$ cat config.mk
export PLATFORM = sky130hd
export DESIGN_NAME = cnn_out_pack
export DESIGN_NICKNAME = d
export VERILOG_FILES = /design/src/rtl/cnn_out_pack.sv
export SDC_FILE = /design/constraint.sdc
export NUM_CORES = 1
export LEC_CHECK = 0
export ABC_AREA = 1
export ABC_CLOCK_PERIOD_IN_PS = 6300
export BUFFER_PORTS_ARGS = -buffer_cell sky130_fd_sc_hd__buf_2
export CORE_MARGIN = 3
export CORE_UTILIZATION = 58
export DETAILED_ROUTE_END_ITERATION = 7
export PLACE_DENSITY = 0.87
export SYNTH_ARGS = -nofsm -noshare
export SYNTH_HDL_FRONTEND = slang
export SYNTH_SLANG_ARGS = --single-unit
$ cat constraint.sdc
create_clock -name clk -period 6.3 [get_ports clk]
set_input_delay 1.26 -clock clk [delete_from_list [all_inputs] [get_ports clk]]
set_output_delay 1.26 -clock clk [all_outputs]
set_load 0.02 [all_outputs]
$ cat src/rtl/cnn_out_pack.sv
// cnn_out_pack: window accumulate, bias, relu/shift/saturate to 8-bit
// pixels, pack into memory words and write them out via req/ack.
module cnn_out_pack #(
  parameter int DP_WIDTH     = 17,
  parameter int ACC_WIDTH    = 24,
  parameter int ADDR_WIDTH   = 19,
  parameter int MEM_DATA_BUS = 128,
  parameter int WIN_ROWS     = 4
) (
  input  logic                    clk,
  input  logic                    rst_n,
  input  logic                    sw_start,
  input  logic [ADDR_WIDTH-1:0]   sw_cnn_addr_z,
  input  logic [15:0]             sw_bias,
  input  logic [3:0]              sw_shift,
  input  logic [15:0]             sw_num_out,
  input  logic                    dp_valid,
  input  logic [DP_WIDTH-1:0]     dp_res,
  output logic                    dp_ready,
  output logic                    mem_req,
  output logic [ADDR_WIDTH-1:0]   mem_start_addr,
  output logic [4:0]              mem_size_bytes,
  output logic [MEM_DATA_BUS-1:0] mem_data,
  input  logic                    mem_ack,
  output logic                    busy,
  output logic                    done
);

  localparam int BYTES = MEM_DATA_BUS / 8;
  localparam int BW = (WIN_ROWS > 1) ? $clog2(WIN_ROWS) : 1;
  localparam logic [BW-1:0] LAST_BEAT = BW'(WIN_ROWS - 1);
  localparam logic [4:0] LAST_BYTE = 5'(BYTES - 1);

  typedef enum logic [1:0] {IDLE, ACCUM, WRITE} state_t;

  state_t state_q, state_d;

  logic signed [ACC_WIDTH-1:0] acc_q;
  logic signed [ACC_WIDTH-1:0] dp_ext;
  logic signed [ACC_WIDTH-1:0] bias_ext;
  logic signed [ACC_WIDTH-1:0] sum;
  logic signed [ACC_WIDTH-1:0] q;
  logic [BW-1:0] beat_q;
  logic [15:0]   bias_q;
  logic [3:0]    shift_q;
  logic [15:0]   num_q;
  logic [15:0]   pix_q;
  logic [7:0]    pix;

  logic beat_ok, last_beat, word_end;
  logic ack_ok, job_end, start_ok;
  logic busy_d, dp_ready_d, mem_req_d, done_d;

  always_comb begin
    dp_ext   = {{(ACC_WIDTH-DP_WIDTH){dp_res[DP_WIDTH-1]}}, dp_res};
    bias_ext = {{(ACC_WIDTH-16){bias_q[15]}}, bias_q};
    sum      = acc_q + dp_ext + bias_ext;
    q        = sum >>> shift_q;
    pix      = 8'd0;
    if (!sum[ACC_WIDTH-1])
      pix = (|q[ACC_WIDTH-1:8]) ? 8'hff : q[7:0];
  end

  assign beat_ok   = dp_valid & dp_ready;
  assign last_beat = beat_ok & (beat_q == LAST_BEAT);
  assign word_end  = last_beat &
                     ((mem_size_bytes == LAST_BYTE) |
                      (pix_q + 16'd1 == num_q));
  assign ack_ok    = mem_req & mem_ack;
  assign job_end   = ack_ok & (pix_q == num_q);
  assign start_ok  = sw_start & (state_q == IDLE);

  always_ff @(posedge clk or negedge rst_n) begin
    if (!rst_n) state_q <= IDLE;
    else        state_q <= state_d;
  end

  always_comb begin
    state_d = state_q;
    unique case (state_q)
      IDLE:
        if (start_ok && sw_num_out != 16'd0)
          state_d = ACCUM;
      ACCUM:
        if (word_end) state_d = WRITE;
      WRITE:
        if (ack_ok) state_d = job_end ? IDLE : ACCUM;
      default: state_d = IDLE;
    endcase
  end

  // Outputs are the next-cycle view of the FSM, registered below.
  always_comb begin
    busy_d     = (state_d != IDLE);
    dp_ready_d = (state_d == ACCUM);
    mem_req_d  = (state_d == WRITE);
    done_d     = (start_ok && sw_num_out == 16'd0) ||
                 (state_q == WRITE && job_end);
  end

  always_ff @(posedge clk or negedge rst_n) begin
    if (!rst_n) begin
      busy     <= 1'b0;
      dp_ready <= 1'b0;
      mem_req  <= 1'b0;
      done     <= 1'b0;
    end else begin
      busy     <= busy_d;
      dp_ready <= dp_ready_d;
      mem_req  <= mem_req_d;
      done     <= done_d;
    end
  end

  always_ff @(posedge clk or negedge rst_n) begin
    if (!rst_n) begin
      mem_start_addr <= '0;
      mem_size_bytes <= '0;
      mem_data       <= '0;
      acc_q          <= '0;
      beat_q         <= '0;
      bias_q         <= '0;
      shift_q        <= '0;
      num_q          <= '0;
      pix_q          <= '0;
    end else begin
      if (start_ok) begin
        mem_start_addr <= sw_cnn_addr_z;
        bias_q         <= sw_bias;
        shift_q        <= sw_shift;
        num_q          <= sw_num_out;
        acc_q          <= '0;
        beat_q         <= '0;
        mem_size_bytes <= '0;
        pix_q          <= '0;
        mem_data       <= '0;
      end
      if (beat_ok) begin
        if (last_beat) begin
          for (int k = 0; k < BYTES; k++)
            if (mem_size_bytes == 5'(k))
              mem_data[8*k +: 8] <= pix;
          mem_size_bytes <= mem_size_bytes + 5'd1;
          pix_q          <= pix_q + 16'd1;
          acc_q          <= '0;
          beat_q         <= '0;
        end else begin
          acc_q  <= acc_q + dp_ext;
          beat_q <= beat_q + BW'(1);
        end
      end
      if (ack_ok) begin
        mem_start_addr <= mem_start_addr + ADDR_WIDTH'(BYTES);
        mem_data       <= '0;
        mem_size_bytes <= '0;
      end
    end
  end

endmodule
# Word-level counts from Yosys, hierarchy flattened
# Cells that the tools add are included.
# classes
addsub	6
eq_ne	22
shift	1
mux	42
n_bitwise	7
reduce_logical	12
# op_table
operator	count
two-way mux 128 bit	4
two-way mux 8 bit	18
two-way mux 24 bit	3
two-way mux 16 bit	3
equality test 5 x 4 -> 1 bit, second input constant	8
two-way mux 19 bit	2
equality test 16 bit	2
adder 24 x 16 -> 24 bit	1
adder 24 x 17 -> 24 bit	1
>>> shifter 24 x 4 -> 24 bit	1
equality test 5 x 3 -> 1 bit, second input constant	4
two-way mux 5 bit	4
adder 19 x 5 -> 19 bit, second input constant	1
adder 16 x 1 -> 16 bit, second input constant	1
zero test 16 bit	1
nonzero test 16 bit	1
OR reduction 16 bit	1
two-way mux 2 bit	6
equality test 5 x 2 -> 1 bit, second input constant	2
AND 1 bit	6
equality test 2 bit, second input constant	3
case mux 2 bit (3 select lines)	1
nonzero test 2 bit	3
adder 5 x 1 -> 5 bit, second input constant	1
other kinds (9)	12
# totals
register_bits	236
input_bits	77
output_inout_bits	156

# Longest topological paths before layout
# depth
depth_word	10
depth_mapped	34

# Worst setup path after synthesis
# No wires, ideal clock.
# synth_path
kind	input to register
start	input port dp_res[0]
end	register mem_data[78]
setup_time_ns	0.157
arrival_time_ns	5.360
t_required_ns	6.143
setup_slack_ns	0.783
path_stages	31
cell_sequence	ha_1 -> inv_1 -> fa_1 -> o21ai_0 -> a21oi_1 -> o21ai_0 -> a21oi_1 -> o21ai_0 -> a31oi_1 -> o21ai_0 -> xor2_1 -> ha_1 -> nand2_1 -> inv_1 -> nand2_1 -> inv_1 -> a21oi_1 -> nand2_1 -> nand2_1 -> nand3_1 -> nand3_1 -> nand3_1 -> nand2_1 -> nand3_1 -> nor2_1 -> nand3_1 -> nand2_1 -> nand4_1 -> nand2_2 -> buf_6 -> a22oi_1
# synth_via
elab_chain_len	10
# synth_lines
item	line	text
start, declared	18	input logic [DP_WIDTH-1:0] dp_res,
adder 24 x 17 -> 24 bit *	57	sum = acc_q + dp_ext + bias_ext;
adder 24 x 16 -> 24 bit *	57	
>>> shifter 24 x 4 -> 24 bit	58	q = sum >>> shift_q;
OR reduction 16 bit	61	pix = (|q[ACC_WIDTH-1:8]) ? 8'hff : q[7:0];
two-way mux 8 bit	61	
two-way mux 8 bit *	60	if (!sum[ACC_WIDTH-1])
two-way mux 8 bit *	141	if (mem_size_bytes == 5'(k))
two-way mux 128 bit *	139	if (last_beat) begin
two-way mux 128 bit *	138	if (beat_ok) begin
two-way mux 128 bit *	152	if (ack_ok) begin
end signal, assigned by index	142	mem_data[8*k +: 8] <= pix;
end, declared	23	output logic [MEM_DATA_BUS-1:0] mem_data,
# Mark *: on every way between the ends. The rest lies on a longest branch, timed or not.
# A chain may end at the register's enable or synchronous reset.

# Final worst setup path
# layout_path
start	input port dp_res[0]
end	register mem_data[0]
# The elaborated chain is that of the path after synthesis.

==> impl_metrics.json <==
{
  "crit_slowest_cell": "fa_1",
  "multiInputGateArea_sq_mm": 0.00720,
  "grt_antenna_before_repair": 1,
  "h-tree-depth": 1,
  "path_buf_inv": 5,
  "die_w_um": 162,
  "dp_hpwl_mm": 30.2,
  "yosys_warnings": 0,
  "ys_types": 58,
  "p_sw_mw": 5.26,
  "cts_sinks": 236,
  "fp.dieH_um": 162,
  "grt_pass1_vias": 13300,
  "ys_seq_area_share_pct": 42.0,
  "syn_area_sq_mm": 0.0141,
  "drive_above_1_share_pct": 17.3,
  "critPathTopFamily": "compound AO/OA/AOI/OAI gates",
  "io_pins": 233,
  "grt_overflow": 0,
  "crit_path_start": "dp_res[0]",
  "p_sw_share_pct": 50.1,
  "synthTopCellsByArea": "dfrtp_1 42%, nand2_1 14%, a22oi_1 5.7%",
  "status": "finished clean",
  "dp_cells": 2295,
  "required_ns": 6.65,
  "critical_path_class": "in2reg",
  "peakVddDrop_v": 0.000505,
  "place.gp.congestion": 0.949,
  "power_frac_seq_pct": 22.0,
  "drt-total-wl_mm": 42.0,
  "synth.most_common_cell": "nand2_1",
  "start_util_pct": 59.4,
  "syn_nets": 1913,
  "io_buffers": 232,
  "synth_ff_type": "dfrtp_1",
  "path_clk_slew_ns": 0.06,
  "cts_max_path_buffers": 3,
  "cts_inserted_buffers": 25,
  "track_usage_pct": 31.3,
  "layout_min_cycle_time_ns": 5.69,
  "ys_ff_latch": 236,
  "synth_area_per_cell_sq_um": 7.91,
  "slew_violations": 0,
  "fillCellCount": 1848,
  "p_int_mw": 5.24,
  "clock_latency_ns": 0.53,
  "max_cap_viol_count": 0,
  "ys_async_sr_fraction_pct": 100,
  "synth.top_cells.by_count": "524 x nand2_1, 236 x dfrtp_1, 184 x inv_1",
  "synth_top_area_cell": "dfrtp_1",
  "dp_slack_ns": -0.0143,
  "setup-violations-final": 0,
  "rows": 56,
  "p_comb_share_pct": 63.4,
  "path_max_fanout": 16,
  "ant_nets": 0,
  "grt_max_degree": 128,
  "cts_tree": "built",
  "reg2reg_from": "acc_q[0]",
  "hold_viol_final": 0,
  "postCtsHoldBufs": 0,
  "whs_ns": 0.489,
  "grt_pass1_wl_mm": 67.9,
  "fin_crit_sh_pct": 90.3,
  "power_frac_clock_pct": 14.5,
  "viasPerCell": 5.92,
  "relSlewSlack_pct": 24.3,
  "max_clock_freq_ghz": 0.176,
  "max_stage_delay_ns": 0.39,
  "fin_worst_skew_ns": 0.0150,
  "yosysTopAreaCellShare_pct": 42.0,
  "seq_area_sq_mm": 0.00591,
  "worstMarginPinSlew_ns": 1.13,
  "tns_ns": 0,
  "root_buffer": "clkbuf_16",
  "leakage_nw": 8.85,
  "synth_edf_count": 0,
  "cts-resized-gates": 0,
  "area_growth_pct": 17.6,
  "drc": 0,
  "end_kind": "register",
  "drt_first_pass_iters": 6,
  "vias": 13900,
  "critPathLaunchType": "input port",
  "wire_per_inst_um": 17.9,
  "fin_ws_ns": 0.611,
  "fp.dieArea_sq_mm": 0.0262,
  "powerDensity_mw_per_mm2": 634,
  "layout.cells.non_filler": 2340,
  "syn_inst": 1780,
  "nNetsFinal": 2136,
  "post-cts-setup-buffers": 0,
  "coreArea_sq_mm": 0.0237,
  "rsz0062_at_grt": "no",
  "worstHoldPathType": "reg2reg",
  "drt_iter0_markers": 1639,
  "fin_util_pct": 69.9,
  "worst_ep_arrival_time_ns": 6.03,
  "min_from": "bias_q[10]"
}
==> cells in the final DEF, fill, tap and decap left out, types with 13 or more instances in the layout <==
cell / synthesis / final
a22o_1: 20 / 20
clkbuf_16: 0 / 25
xnor2_1: 19 / 19
o21ai_0: 76 / 72
nand2_1: 524 / 524
dfrtp_1: 236 / 236
a22oi_1: 107 / 107
buf_2: 2 / 231
nand3_1: 139 / 138
nor2_1: 74 / 73
o22ai_1: 13 / 13
nor3_1: 16 / 16
nand4_1: 23 / 23
a21oi_1: 77 / 77
buf_4: 7 / 20
xor2_1: 42 / 42
inv_1: 184 / 183
ha_1: 54 / 54
==> area by class of cell <==
cell class                      instances  area share, %
Antenna cell                            1         0.0151
Clock buffer                           33           4.26
Clock inverter                         11          0.854
Inverter                              188           4.26
Multi-Input combinational cell       1291           43.5
Sequential cell                       236           35.7
Tap cell                              319           2.41
Timing Repair Buffer                  261           9.07
==> stage by stage <==
step | power [mW] | cell area, sq um
2_1_floorplan | 6.59 | 14100
3_3_place_gp | 8.68 | 15700
3_5_place_dp | 8.82 | 15700
4_1_cts | 10.4 | 16600
5_1_grt | 11.3 | 16600
6_report | 10.5 | 16600
==> sequential cells by signal (all words and copies together) (netlist names) <==
| name | cells |
|---|---|
| num_q | 16 |
| pix_q | 16 |
| beat_q | 2 |
| state_q | 2 |
| acc_q | 24 |
| shift_q | 4 |
| mem_data | 128 |
| mem_size_bytes | 5 |
| mem_req | 1 |
| mem_start_addr | 19 |
| busy | 1 |
| dp_ready | 1 |
| bias_q | 16 |
| done | 1 |
==> worst paths after layout <==
check	depth (start not counted)	slack (ns)	end
setup / recovery	31	0.61	mem_data[0]
hold / removal	2	0.49	bias_q[10]
setup reg to reg	30	1.08	mem_data[0]
hold reg to reg	2	0.49	bias_q[10]
max in group asynchronous	2	4.10	mem_data[82]
min in group asynchronous	1	0.78	mem_data[13]
==> cells by family (layout without fill, tap and decap cells) <==
kind of cell | after synthesis | after routing | share of synthesized area (%)
AOI/OAI and AO/OA | 350 | 350 | 16.4
adders and majority gates | 56 | 56 | 5.08
buffers and inverters | 253 | 493 | 7.00
other | 0 | 1 | 0
DFF | 236 | 236 | 42.0
xor gates and xnor gates | 64 | 64 | 4.14
and+or+nand+nor | 816 | 816 | 25.0
muxes | 5 | 5 | 0.391
==> worst min-delay path: stages, from the launching register on <==
cell     delay, ns
dfrtp_1       0.35
nand2_1       0.06
nand2_1       0.05
==> power groups by stage <==
stage	registers [mW]	logic [mW]	clock network (mW)
final	2.31	6.66	1.52
after global routing	2.36	7.30	1.60
after CTS	2.30	6.56	1.53
after detailed placement	2.31	6.50	0
after global placement	2.30	6.39	0
after floorplan	2.47	4.12	0
==> layer usage <==
layer / wire [um] / vias to the layer above / part of all wire [%] / global-route usage [%]
met5: 10 / - / 0.024 / 0
met4: 1640 / 2 / 3.9 / 11.6
met3: 3370 / 127 / 8.0 / 4.08
met2: 19600 / 740 / 47 / 51.7
met1: 17300 / 6538 / 41 / 42.7
li1: - / 6449 / - / -
Power figures use the tool's default switching activity.
